### config.mk
export PLATFORM = sky130hd
export DESIGN_NAME = jtframe_clkmon
export DESIGN_NICKNAME = d
export VERILOG_FILES = /design/src/rtl/jtframe_clkmon_pkg.sv /design/src/rtl/jtframe_clkmon_sync.sv /design/src/rtl/jtframe_clkmon.sv
export SDC_FILE = /design/constraint.sdc
export NUM_CORES = 1
export LEC_CHECK = 0
export CORE_ASPECT_RATIO = 1.2
export CORE_MARGIN = 4
export CORE_UTILIZATION = 50
export DETAILED_ROUTE_END_ITERATION = 12
export DONT_BUFFER_PORTS = 1
export SLEW_MARGIN = 20
export SYNTH_ARGS = -nofsm -noshare
export SYNTH_HDL_FRONTEND = slang
export SYNTH_SLANG_ARGS = --single-unit
### constraint.sdc
create_clock -name clk -period 6.3 [get_ports clk]
set_clock_uncertainty 0.15 [all_clocks]
set_input_delay 0.945 -clock clk [delete_from_list [all_inputs] [get_ports clk]]
set_output_delay 0.945 -clock clk [all_outputs]
set_load 0.02 [all_outputs]
### src/rtl/jtframe_clkmon_pkg.sv
// ============================================================================
// Module   : jtframe_clkmon_pkg
// Brief    : Shared types and bound helpers for the clock monitor
// Revision : 1.0
// ============================================================================
`default_nettype none

package jtframe_clkmon_pkg;

  typedef enum logic [0:0] {
    UNLOCKED = 1'b0,
    LOCKED   = 1'b1
  } clkmon_state_e;

  // Lower tolerance bound, floored at zero so a wide TOL never wraps negative
  function automatic longint clkmon_lo_bound(input longint expected, input longint tol);
    longint lo;
    lo = (expected > tol) ? (expected - tol) : longint'(0);
    return lo;
  endfunction

  // Upper tolerance bound, clipped to what fits in a CW+1 bit comparison
  function automatic longint clkmon_hi_bound(input longint expected, input longint tol,
                                             input int cw);
    longint lim;
    longint hi;
    lim = (longint'(1) <<< (cw + 1)) - longint'(1);
    hi  = expected + tol;
    return (hi > lim) ? lim : hi;
  endfunction

endpackage

`default_nettype wire

### src/rtl/jtframe_clkmon_sync.sv
// ============================================================================
// Module   : jtframe_clkmon_sync
// Brief    : Two-flop synchronizer followed by a rising-edge detector
// Revision : 1.0
// ============================================================================
`default_nettype none

module jtframe_clkmon_sync (
  input  logic clk,
  input  logic rst_n,
  input  logic din,
  output logic rise
);

  logic r_meta;
  logic r_sync;
  logic r_hist;

  always_ff @(posedge clk or negedge rst_n) begin
    if (!rst_n) begin
      r_meta <= 1'b0;
      r_sync <= 1'b0;
      r_hist <= 1'b0;
    end else begin
      r_meta <= din;
      r_sync <= r_meta;
      r_hist <= r_sync;
    end
  end

  assign rise = r_sync & ~r_hist;

endmodule

`default_nettype wire

### src/rtl/jtframe_clkmon.sv
// ============================================================================
// Module   : jtframe_clkmon
// Brief    : Counts test-clock edges per window, classifies and debounces lock
// Revision : 1.0
// ============================================================================
`default_nettype none

module jtframe_clkmon
  import jtframe_clkmon_pkg::*;
#(
  parameter int WINDOW   = 1024,
  parameter int CW       = 16,
  parameter int EXPECTED = 256,
  parameter int TOL      = 2,
  parameter int NLOCK    = 4
) (
  input  logic          clk,
  input  logic          rst_n,
  input  logic          tclk,
  input  logic          clr,
  output logic [CW-1:0] count,
  output logic          count_vld,
  output logic          slow,
  output logic          fast,
  output logic          dead,
  output logic          locked,
  output logic          lost
);

  localparam int                c_ww       = $clog2(WINDOW);
  localparam logic [c_ww-1:0]   c_wlast    = c_ww'(WINDOW - 1);
  localparam int                c_sw       = $clog2(NLOCK + 1);
  localparam logic [c_sw-1:0]   c_nlock    = c_sw'(NLOCK);
  localparam logic [c_sw-1:0]   c_nlock_m1 = c_sw'(NLOCK - 1);
  localparam logic [CW:0]       c_lo       = (CW+1)'(clkmon_lo_bound(EXPECTED, TOL));
  localparam logic [CW:0]       c_hi       = (CW+1)'(clkmon_hi_bound(EXPECTED, TOL, CW));

  logic            w_rise;
  logic            w_wend;
  logic            w_ecnt_sat;
  logic [CW-1:0]   w_ecnt_nxt;
  logic [CW:0]     w_cmp;
  logic            w_slow;
  logic            w_fast;
  logic            w_dead;
  logic            w_good;

  logic [c_ww-1:0] r_wcnt;
  logic [CW-1:0]   r_ecnt;
  logic [CW-1:0]   r_count;
  logic            r_vld;
  logic            r_slow;
  logic            r_fast;
  logic            r_dead;

  clkmon_state_e   r_state;
  logic [c_sw-1:0] r_streak;
  logic            r_locked;
  logic            r_lost;

  jtframe_clkmon_sync u_sync (
    .clk   (clk),
    .rst_n (rst_n),
    .din   (tclk),
    .rise  (w_rise)
  );

  // An edge landing on the window-end cycle belongs to the closing window
  assign w_wend     = (r_wcnt == c_wlast);
  assign w_ecnt_sat = &r_ecnt;
  assign w_ecnt_nxt = (w_rise && !w_ecnt_sat) ? (r_ecnt + CW'(1)) : r_ecnt;

  assign w_cmp  = {1'b0, w_ecnt_nxt};
  assign w_slow = (w_cmp < c_lo);
  assign w_fast = (w_cmp > c_hi);
  assign w_dead = (w_ecnt_nxt == '0);
  assign w_good = !w_slow && !w_fast;

  always_ff @(posedge clk or negedge rst_n) begin
    if (!rst_n) begin
      r_wcnt  <= '0;
      r_ecnt  <= '0;
      r_count <= '0;
      r_vld   <= 1'b0;
      r_slow  <= 1'b0;
      r_fast  <= 1'b0;
      r_dead  <= 1'b0;
    end else if (clr) begin
      // Results of the previous window stay visible across a restart
      r_wcnt  <= '0;
      r_ecnt  <= '0;
      r_vld   <= 1'b0;
    end else begin
      r_vld <= 1'b0;
      if (w_wend) begin
        r_wcnt  <= '0;
        r_ecnt  <= '0;
        r_count <= w_ecnt_nxt;
        r_vld   <= 1'b1;
        r_slow  <= w_slow;
        r_fast  <= w_fast;
        r_dead  <= w_dead;
      end else begin
        r_wcnt  <= r_wcnt + c_ww'(1);
        r_ecnt  <= w_ecnt_nxt;
      end
    end
  end

  always_ff @(posedge clk or negedge rst_n) begin
    if (!rst_n) begin
      r_state  <= UNLOCKED;
      r_streak <= '0;
      r_locked <= 1'b0;
      r_lost   <= 1'b0;
    end else if (clr) begin
      r_state  <= UNLOCKED;
      r_streak <= '0;
      r_locked <= 1'b0;
      r_lost   <= 1'b0;
    end else begin
      r_lost <= 1'b0;
      if (w_wend) begin
        case (r_state)
          UNLOCKED: begin
            if (!w_good) begin
              r_streak <= '0;
            end else if (r_streak == c_nlock_m1) begin
              r_streak <= c_nlock;
              r_state  <= LOCKED;
              r_locked <= 1'b1;
            end else begin
              r_streak <= r_streak + c_sw'(1);
            end
          end
          LOCKED: begin
            if (!w_good) begin
              r_state  <= UNLOCKED;
              r_streak <= '0;
              r_locked <= 1'b0;
              r_lost   <= 1'b1;
            end
          end
          default: begin
            r_state  <= UNLOCKED;
            r_streak <= '0;
            r_locked <= 1'b0;
          end
        endcase
      end
    end
  end

  assign count     = r_count;
  assign count_vld = r_vld;
  assign slow      = r_slow;
  assign fast      = r_fast;
  assign dead      = r_dead;
  assign locked    = r_locked;
  assign lost      = r_lost;

endmodule

`default_nettype wire

# Word level (Yosys, flattened, before mapping)
# Cells that the tools add are included.
# classes
addsub,3
magnitude_cmp,2
eq_ne,5
n_mux,29
bitwise,4
n_reduce_logical,11
# op_table
op,count
16-bit 2-to-1 mux,3
10-bit 2-to-1 mux,2
"16-bit by 1-bit adder with 16-bit output, second input constant",1
"16-bit by 9-bit greater-than comparator with 1-bit output, second input constant",1
16-bit logical NOT,1
"16-bit by 8-bit < comparator with 1-bit output, second input constant",1
1-bit 2-to-1 mux,16
16-bit AND reduction,1
3-bit 2-to-1 mux,5
"10-bit by 1-bit adder with 10-bit output, second input constant",1
"10-bit == test, second input constant",1
"3-bit inequality test, second input constant",3
3-bit one-hot mux with 2 select lines,1
1-bit one-hot mux with 2 select lines,2
2-bit AND reduction,2
4-bit AND reduction,1
"3-bit by 1-bit adder with 3-bit output, second input constant",1
"3-bit by 2-bit == test with 1-bit output, second input constant",1
1-bit logical NOT,3
1-bit NOT,3
1-bit logical AND,2
2-bit nonzero test,1
1-bit bitwise AND,1
# totals
reg_bits,55
input_bits,4
word_cells,68

# Depth between registers and ports, before layout
# Gate-level depths: netlist of run 1.
# logic_depth
word_depth,11
ltp_mapped,10
depth_no_buf,8

# Hierarchy
# A second synthesis of run 1 with hierarchy kept.
# hier_totals
hier_cells,290
hier_area_um2,2785.2
# by_module_without_submodules
module,instances,cells_each,area_each_um2,seq_area_each_um2
jtframe_clkmon,1,286,2696.3,1301.2
jtframe_clkmon_sync,1,4,88.8,75.1

# Worst setup path after synthesis of run 1
# OpenSTA, ideal clock, no wires.
# synth_timing
path_type,register -> register
start,reg r_ecnt[1]
end,"reg r_lost, in the netlist lost"
setup_ns,0.120
arrival_time_ns,2.223
slack_ns,3.808
stages_incl_launch_ff,11
path_buffers,2
path_cell_list,dfrtp_1 > ha_1 > and3_1 > buf_6 > and4_1 > buf_2 > o31ai_1 > o211ai_2 > nor3_2 > o21ai_1 > and3_1
# synth_via
elab_chain_len,11
# synth_lines
item,line,text
from (decl),jtframe_clkmon.sv:49,logic [CW-1:0] r_ecnt;
from (signal assigned),jtframe_clkmon.sv:105,r_ecnt <= w_ecnt_nxt;
"parallel branches: the longest is 3 deep, another holds 16-bit by 1-bit adder with 16-bit output",-,
16-bit 2-to-1 mux *,jtframe_clkmon.sv:71,assign w_ecnt_nxt = (w_rise && !w_ecnt_sat) ? (r_ecnt + CW'(1)) : r_ecnt;
16-bit by 8-bit < comparator with 1-bit output or 16-bit by 9-bit greater-than comparator with 1-bit output (tied branches),"jtframe_clkmon.sv:74, jtframe_clkmon.sv:75",
1-bit logical NOT,jtframe_clkmon.sv:77,assign w_good = !w_slow && !w_fast;
1-bit logical AND *,jtframe_clkmon.sv:77,
1-bit 2-to-1 mux *,jtframe_clkmon.sv:137,if (!w_good) begin
1-bit 2-to-1 mux *,jtframe_clkmon.sv:124,case (r_state)
1-bit 2-to-1 mux *,jtframe_clkmon.sv:123,if (w_wend) begin
1-bit 2-to-1 mux *,jtframe_clkmon.sv:116,end else if (clr) begin
to (signal assigned),jtframe_clkmon.sv:115,r_lost <= 1'b0;
to (signal assigned),jtframe_clkmon.sv:120,r_lost <= 1'b0;
to (signal assigned),jtframe_clkmon.sv:122,r_lost <= 1'b0;
to (decl),jtframe_clkmon.sv:59,logic r_lost;
# Mark *: on every way between the ends.
# A chain may end at the register's enable or synchronous reset.

# Worst setup path after layout of run 1
# layout_timing
start,reg r_wcnt[0]
end,"reg r_lost, in the netlist lost"
# layout_via
elab_chain_len,3
# layout_lines
item,line,text
from (decl),jtframe_clkmon.sv:48,logic [c_ww-1:0] r_wcnt;
from (signal assigned),jtframe_clkmon.sv:104,r_wcnt <= r_wcnt + c_ww'(1);
10-bit == test,jtframe_clkmon.sv:69,assign w_wend = (r_wcnt == c_wlast);
1-bit 2-to-1 mux,jtframe_clkmon.sv:123,
1-bit 2-to-1 mux,jtframe_clkmon.sv:116,
# Every way passes these cells.

==> results of run 1 <==
## routing by layer
metal	share of wire (%)	vias up	global-route usage [%]
li1	-	1034	-
met1	46	1023	21.5
met2	49	27	28.7
met3	3.2	8	4.09
met4	1.8	0	6.12
met5	0	-	0
## cell families after synthesis
logic type      Yosys count  share of synthesized area [%]
simple gates            136                           27.0
flops                    55                           46.2
compound gates           54                           11.9
buf+inv                  24                           5.38
xor+xnor                 23                           6.77
fa+ha+maj                 4                           1.68
mux                       3                           1.01
## state kept, by name, indices dropped and copies added, names as in the netlist
name           flops
count             16
r_ecnt            16
r_wcnt            10
r_streak           3
count_vld          1
dead               1
fast               1
locked             1
lost               1
r_state            1
slow               1
u_sync.r_hist      1
u_sync.r_meta      1
u_sync.r_sync      1
## final timing paths
kind | end | slack [ps] | depth (start not counted)
setup / recovery | lost | 3480 | 7
hold / removal | r_wcnt[6] | 170 | 0
setup reg to reg | lost | 3480 | 7
hold reg to reg | u_sync.r_sync | 210 | 0
max in group asynchronous | slow | 5740 | 0
min in group clk | u_sync.r_sync | 210 | 0
## report_power, final
group          internal [mW]  switching, mW  total (mW)
clock                  0.129          0.114       0.243
sequential             0.356        0.00414       0.360
combinational        0.00676         0.0106      0.0173
## final cells by class
class	count	area (um^2)	share of cell area [%]
clock buffers	6	82.6	2.70
clock inverters	2	35.0	1.14
inverters	7	26.3	0.859
multi-input cells	220	1440	47.1
flip-flops and latches	55	1380	45.0
well taps	80	100	3.27
## cell usage after synthesis (all sizes together), types with 3 or more instances
| library cell | number | area share (%) |
|---|---|---|
| a21oi | 6 | 1.0 |
| a31oi | 3 | 0.63 |
| and2 | 5 | 1.1 |
| and3 | 7 | 1.6 |
| and4 | 7 | 2.3 |
| buf | 9 | 3.0 |
| clkbuf | 7 | 0.88 |
| dfrtp | 55 | 46 |
| ha | 4 | 1.7 |
| inv | 6 | 0.76 |
| mux2i | 3 | 1.0 |
| nand2 | 36 | 4.8 |
| nand3 | 13 | 2.2 |
| nand4 | 5 | 1.6 |
| nor2 | 35 | 4.7 |
| nor3 | 8 | 2.1 |
| nor4 | 5 | 3.1 |
| o211ai | 5 | 1.4 |
| o21ai | 23 | 4.0 |
| o31ai | 6 | 1.5 |
| or3 | 3 | 0.63 |
| xnor2 | 15 | 4.4 |
| xor2 | 8 | 2.4 |
## worst register-to-register path: stages (launching register included)
cell and delay, ps:
dfrtp_1 420, ha_1 230, nand3_1 150, nor3_1 100, and3_1 230, nand2_1 710
clkinv_1 450, and3_1 290
==> qor.yml, run 1 <==
sta:
  period_share_pct: 44.7
  setup_viol: 0
  worst_pin_slew_ps: 959
  fmax_mhz: 355
  relSlewSlack_pct: 35.9
  whs_ps: 171
  tns_ps: 0
  setup_slack_ps: 3480
  fin_crit_ps: 2820
  hold_viol: 0
  slew_violations: 0
  rsz0062_at_grt: "false"
synth:
  syn_inst: 299
  synthArstFlopShare_pct: 100
  netlist_area_um2: 2980
  synth.distinct_cells: 56
  synth-main-ff-cell: "dfrtp_1"
  ys_seq_area_share_pct: 46.2
  ys_warn_count: 0
  ys_ff_latch: 55
  synth.avg_cell_area_um2: 9.96
  syn_nets: 307
  synth_edf_count: 0
place:
  place_area_um2: 2940
  dp_slack_ps: 3410
  dp_cells: 362
  gp_congestion: 0.848
  hpwlAfterDp_um: 4080
  numPortBuffers: 0
power:
  ir_drop_mv: 0.102
  power_density_nw_per_um2: 203
  p_total_mw: 0.620
  power_leakage_nw: 1.28
worst_setup_path:
  rr_startpoint: "r_wcnt[0]"
  cp.required_ps: 6360
  critPathLaunch: "r_wcnt[0]"
  path_class: "reg -> reg"
  cpMostUsedCell: "and3_1"
  arrival_ps: 2880
  path_cells: "ha_1, nand3_1, nor3_1, and3_1, nand2_1, clkinv_1, and3_1"
  cp-end-kind: "flip-flop"
  crit_slowest_cell: "nand2_1"
  cp_max_fo: 33
  cpLargestDelayFamily: "simple AND/OR/NAND/NOR gates"
  critPathLaunchType: "flip-flop"
  critical_path_buf_inv_count: 1
  critPathMaxStageDelay_ps: 710
cells_and_area:
  design_area_um2: 3060
  post-route-util_pct: 53.6
  drive_above_1_share_pct: 10.0
  final_common_cell: "dfrtp_1"
  syn_to_final_growth_pct: 2.82
  nets: 297
  stdcell_count: 370
  n_antenna_cell: 0
  n_fill_cell: 565
  final_cell_mix: "dfrtp_1 (55), nand2_1 (35), nor2_1 (34), xnor2_1 (15), o21ai_0 (15)"
clocking:
  path_clk_slew_ps: 100
  cts_tree: "built"
  clock-root-buffer: "clkbuf_8"
  cts_hold_buf: 0
  post-cts-setup-buffers: 0
  clockBufferDepth: 2
  cts-resized-gates: 0
  clkLatencyLatePin_ps: 310
  h-tree-depth: 2
  clock_sinks: 55
  numCtsBuffers: 5
route:
  first_pass_iters: 4
  vias: 2092
  vias_per_cell: 5.65
  post_drt_wl_per_cell_um: 15.6
  finalWirelength_um: 5770
  antenna_left: 0
  drt_first_iter_violations: 115
  drc_errors: 0
floorplan:
  core_area_um2: 5710
  die_x_um: 78.4
  die_h_um: 92.5
  dieArea_um2: 7260
  start_util_pct: 52.2
  num_io_pins: 26
  rows: 30
global_route:
  grt_max_degree: 56
  antenna_found_initial: 0
  grt_use_total_pct: 17.1
  first_global_vias: 2030
  grt_pass1_wl_um: 9850
  grt-ovfl-total: 0
hold_path:
  worstHoldPathType: "in -> async"
flow_run:
  drv_cap: 0
outcome:
  run_status: "completed"
Note: power is estimated with default switching activity, not from simulation.
==> run 2: changes to the inputs <==
==> constraint.sdc (replaced) <==
create_clock -name clk -period 3 [get_ports clk]
set_clock_uncertainty 0.15 [all_clocks]
set_input_delay 0.45 -clock clk [delete_from_list [all_inputs] [get_ports clk]]
set_output_delay 0.45 -clock clk [all_outputs]
set_load 0.02 [all_outputs]
==> qor.yml, run 2 (synthesis results as in run 1) <==
worst_setup_path:
  critPathLaunchType: "flip-flop"
  cp.required_ps: 3080  # -3280 ps
  path_class: "reg -> reg"
  rrSetupSlack_ps: 180  # -3300 ps
  arrival_ps: 2900  # +20 ps
  cp-end-kind: "flip-flop"
  cp_max_fo: 9  # -73%
power:
  power_leakage_nw: 1.32  # +3.1%
  power_density_nw_per_um2: 418  # +110%
  p_total_mw: 1.31  # +110%
  ir_drop_mv: 0.213  # +110%
global_route:
  grt_max_degree: 56  # unchanged
  first_global_vias: 2041  # +0.54%
  grt_use_total_pct: 17.5  # +0.34 points
  grt-ovfl-total: 0  # unchanged
  antenna_found_initial: 0  # unchanged
  grt_pass1_wl_um: 9980  # +1.4%
sta:
  setup_viol: 0  # unchanged
  worst_pin_slew_ps: 554  # -406 ps
  relSlewSlack_pct: 62.8  # +27 points
  setup_slack_ps: 181  # -3300 ps
  fin_crit_ps: 2820  # +3.05 ps
  tns_ps: 0  # unchanged
  fmax_mhz: 355  # -0.11%
  whs_ps: 47.2  # -123 ps
  rsz0062_at_grt: "false"
  hold_viol: 0  # unchanged
  slew_violations: 0  # unchanged
  period_share_pct: 94.0  # +49 points
place:
  dp_slack_ps: 241  # -3170 ps
  numPortBuffers: 0  # unchanged
  dp_cells: 366  # +1.1%
  hpwlAfterDp_um: 4190  # +2.8%
  place_area_um2: 2970  # +1.0%
  gp_congestion: 0.896  # +5.7%
floorplan:
  num_io_pins: 26  # unchanged
  die_x_um: 78.4  # unchanged
  die_h_um: 92.5  # unchanged
  core_area_um2: 5710  # unchanged
  rows: 30  # unchanged
  dieArea_um2: 7260  # unchanged
  start_util_pct: 52.2  # unchanged
clocking:
  clockBufferDepth: 2  # unchanged
  numCtsBuffers: 5  # unchanged
  path_clk_slew_ps: 100  # about the same
  cts-resized-gates: 0  # unchanged
  clkLatencyLatePin_ps: 310  # about the same
  clock-root-buffer: "clkbuf_8"
  cts_tree: "built"
  h-tree-depth: 2  # unchanged
  clock_sinks: 55  # unchanged
cells_and_area:
  syn_to_final_growth_pct: 5.42
  stdcell_count: 377  # +1.9%
  nets: 304  # +2.4%
  n_antenna_cell: 0  # unchanged
  final_common_cell: "dfrtp_1"
  post-route-util_pct: 55.0  # +1.4 points
  drive_above_1_share_pct: 11.4  # +1.4 points
  design_area_um2: 3140  # +2.5%
  final_cell_mix: "dfrtp_1 (55), nand2_1 (35), nor2_1 (34), xnor2_1 (15), o21ai_0 (15)"
hold_path:
  worstHoldPathType: "in -> reg"
flow_run:
  drv_cap: 0  # unchanged
route:
  drc_errors: 0  # unchanged
  vias: 2092  # unchanged
  vias_per_cell: 5.55  # -1.9%
  finalWirelength_um: 5860  # +1.5%
  first_pass_iters: 4  # unchanged
  drt_first_iter_violations: 166  # +44%
  post_drt_wl_per_cell_um: 15.5  # -0.34%
  antenna_left: 0  # unchanged
outcome:
  run_status: "completed"
run 2: cell types whose count changed in the layout (fill, tap and decap cells not counted), sizes merged:
cell / change
buf: +5
dlygate4sd3: +2
run 2: layout make-up:
| cell class | instances | area, um^2 |
|---|---|---|
| Clock buffer | 6 | 82.6 |
| Clock inverter | 2 | 35.0 |
| Fill cell | 548 | 2570 |
| Inverter | 7 | 26.3 |
| Multi-Input combinational cell | 220 | 1440 |
| Sequential cell | 55 | 1380 |
| Tap cell | 80 | 100 |
| Timing Repair Buffer | 7 | 77.6 |
run 2: layer usage:
| layer | GRT usage (%) | vias up | part of all wire (%) |
|---|---|---|---|
| li1 | - | 1047 | - |
| met1 | 22.4 | 1009 | 46 |
| met2 | 29.1 | 25 | 49 |
| met3 | 3.21 | 11 | 2.5 |
| met4 | 7.14 | 0 | 2.2 |
| met5 | 0 | - | 0 |
run 2: where the power goes:
part | total [mW] | leakage (nW) | switching, mW | internal (mW)
sequential | 0.756 | 0.758 | 0.00851 | 0.748
combinational | 0.0582 | 0.496 | 0.0376 | 0.0206
clock | 0.498 | 0.0612 | 0.228 | 0.270
run 2: what timing repair did:
action,4_1_cts,5_1_grt
buffers inserted,0,0
endpoints found under the hold margin,56,0
setup endpoints to repair,0,0
hold buffers,3,0
run 2: final timing paths:
kind	startpoint	end	cells past startpoint
setup / recovery	r_ecnt[0]	r_streak[2]	8
hold / removal	clr	r_wcnt[6]	1
setup reg to reg	r_ecnt[0]	r_streak[2]	8
hold reg to reg	u_sync.r_meta	u_sync.r_sync	0
max in group asynchronous	rst_n	r_ecnt[14]	2
min in group asynchronous	rst_n	r_ecnt[7]	2
run 2: worst max-delay path, cell delays in order (launching register included):
cell and delay (ps):
dfrtp_1 500, ha_1 340, and3_1 330, and4_1 390, and3_1 190, o221ai_1 190
nor4_4 340, o21ai_2 130, o211ai_1 180
==> run 3: changes to the inputs <==
--- a/config.mk
+++ b/config.mk
@@ -10,6 +10,7 @@
 export CORE_UTILIZATION = 50
 export DETAILED_ROUTE_END_ITERATION = 12
 export DONT_BUFFER_PORTS = 1
+export PLACE_DENSITY = 0.76
 export SLEW_MARGIN = 20
 export SYNTH_ARGS = -nofsm -noshare
 export SYNTH_HDL_FRONTEND = slang
==> qor.yml, run 3 (synthesis results as in run 1) <==
flow_run:
  drv_cap: 0  # unchanged
worst_setup_path:
  cp.required_ps: 3080  # about the same
  path_cells: "ha_1, and3_1, and4_2, and3_1, o221ai_1, nor4_4, o21ai_2, o211ai_1"
  crit_cells: 8  # unchanged
  path_class: "reg -> reg"
  critPathMaxStageDelay_ps: 510  # about the same
  critPathLaunchType: "flip-flop"
  cpMostUsedCell: "and3_1"
  r2r_cells: 8  # unchanged
  arrival_ps: 2850  # -50 ps
  critical_path_buf_inv_count: 0  # unchanged
  crit_slowest_cell: "dfrtp_1"
  cp-end-kind: "flip-flop"
  cpLargestDelayFamily: "simple AND/OR/NAND/NOR gates"
  cp_max_fo: 9  # unchanged
floorplan:
  die_h_um: 92.5  # unchanged
  start_util_pct: 52.2  # unchanged
  dieArea_um2: 7260  # unchanged
  die_x_um: 78.4  # unchanged
  num_io_pins: 26  # unchanged
  rows: 30  # unchanged
  core_area_um2: 5710  # unchanged
sta:
  worst_pin_slew_ps: 540  # -13.4 ps
  fmax_mhz: 361  # +1.7%
  fin_crit_ps: 2770  # -47.9 ps
  setup_viol: 0  # unchanged
  whs_ps: 35.3  # -11.9 ps
  period_share_pct: 92.4  # -1.6 points
  relSlewSlack_pct: 63.7  # +0.90 points
  tns_ps: 0  # unchanged
  setup_slack_ps: 229  # +47.9 ps
  rsz0062_at_grt: "false"
  hold_viol: 0  # unchanged
  slew_violations: 0  # unchanged
power:
  power_density_nw_per_um2: 423  # +1.1%
  power_leakage_nw: 1.30  # -1.2%
  ir_drop_mv: 0.221  # +3.9%
cells_and_area:
  syn_to_final_growth_pct: 4.83
  final_cell_mix: "dfrtp_1 (55), nand2_1 (35), nor2_1 (34), xnor2_1 (15), o21ai_0 (15)"
  n_antenna_cell: 0  # unchanged
  nets: 301  # -0.99%
  stdcell_count: 374  # -0.80%
  post-route-util_pct: 54.7  # -0.31 points
  n_fill_cell: 522  # -4.7%
  drive_above_1_share_pct: 11.2  # -0.22 points
  final_common_cell: "dfrtp_1"
global_route:
  grt_pass1_wl_um: 10000  # +0.21%
  grt-ovfl-total: 0  # unchanged
  grt_use_total_pct: 17.2  # -0.32 points
  grt_max_degree: 56  # unchanged
  first_global_vias: 2106  # +3.2%
  antenna_found_initial: 0  # unchanged
route:
  drt_first_iter_violations: 159  # -4.2%
  finalWirelength_um: 5720  # -2.3%
  first_pass_iters: 4  # unchanged
  vias: 2094  # +0.096%
  post_drt_wl_per_cell_um: 15.3  # -1.5%
  antenna_left: 0  # unchanged
  drc_errors: 0  # unchanged
  vias_per_cell: 5.60  # +0.90%
place:
  dp_slack_ps: 228  # -13.6 ps
  dp_cells: 363  # -0.82%
  hpwlAfterDp_um: 4130  # -1.5%
  numPortBuffers: 0  # unchanged
  gp_congestion: 0.857  # -4.5%
outcome:
  run_status: "completed"
clocking:
  clockBufferDepth: 2  # unchanged
  numCtsBuffers: 5  # unchanged
  cts_tree: "built"
  post-cts-setup-buffers: 0  # unchanged
  path_clk_slew_ps: 100  # about the same
  h-tree-depth: 2  # unchanged
  clock-root-buffer: "clkbuf_8"
  clock_sinks: 55  # unchanged
  clkLatencyLatePin_ps: 310  # about the same
hold_path:
  hold_depth: 1  # unchanged
  worstHoldPathType: "in -> reg"
-- run 3: cell types whose count changed in the layout (fill, tap and decap cells not counted) --
cell      previous run  this run
and4_1               4         3
and4_2               0         1
buf_4                4         1
clkbuf_8             6         5
clkinv_2             1         0
clkinv_4             0         1
inv_6                0         1
o31ai_1              6         5
o31ai_2              0         1
-- run 3: power by group --
part           switching (mW)  internal (mW)
clock                   0.253          0.253
combinational          0.0366         0.0198
sequential            0.00884          0.748
-- run 3: final cells by class --
type	count	area, um^2	share of cell area, %
clock buffers	5	68.8	2.21
clock inverters	3	47.5	1.52
inverters	7	26.3	0.842
multi-input cells	220	1450	46.4
flip-flops and latches	55	1380	44.1
well taps	80	100	3.21
repair buffers	4	55.1	1.76
-- run 3: timing repair --
| action | 4_1_cts | 5_1_grt |
|---|---|---|
| setup endpoints to repair | 0 | 3 |
| endpoints found under the hold margin | 56 | 0 |
| hold buffers | 3 | 0 |
| resized for setup | 0 | 2 |
-- run 3: worst paths after layout --
check	from	endpoint	slack (ps)
min reg2reg	u_sync.r_meta	u_sync.r_sync	210
min	clr	r_wcnt[6]	40
max reg2reg	r_ecnt[0]	r_streak[2]	230
max	r_ecnt[0]	r_streak[2]	230
max in group asynchronous	rst_n	lost	1930
min in group asynchronous	rst_n	fast	530
-- run 3: routing by layer --
layer	GRT usage [%]	wire length, um
met1	22.5	2660
met2	28.6	2730
met3	3.79	250
met4	4.81	80
met5	0	0
-- run 3: metrics by stage --
step                      total power [mW]  instance area (um^2)
after CTS                             1.34                  3110
after global placement               0.806                  2950
after floorplan                      0.800                  2980
final                                 1.32                  3120
after global routing                  1.37                  3120
after detailed placement             0.808                  2950
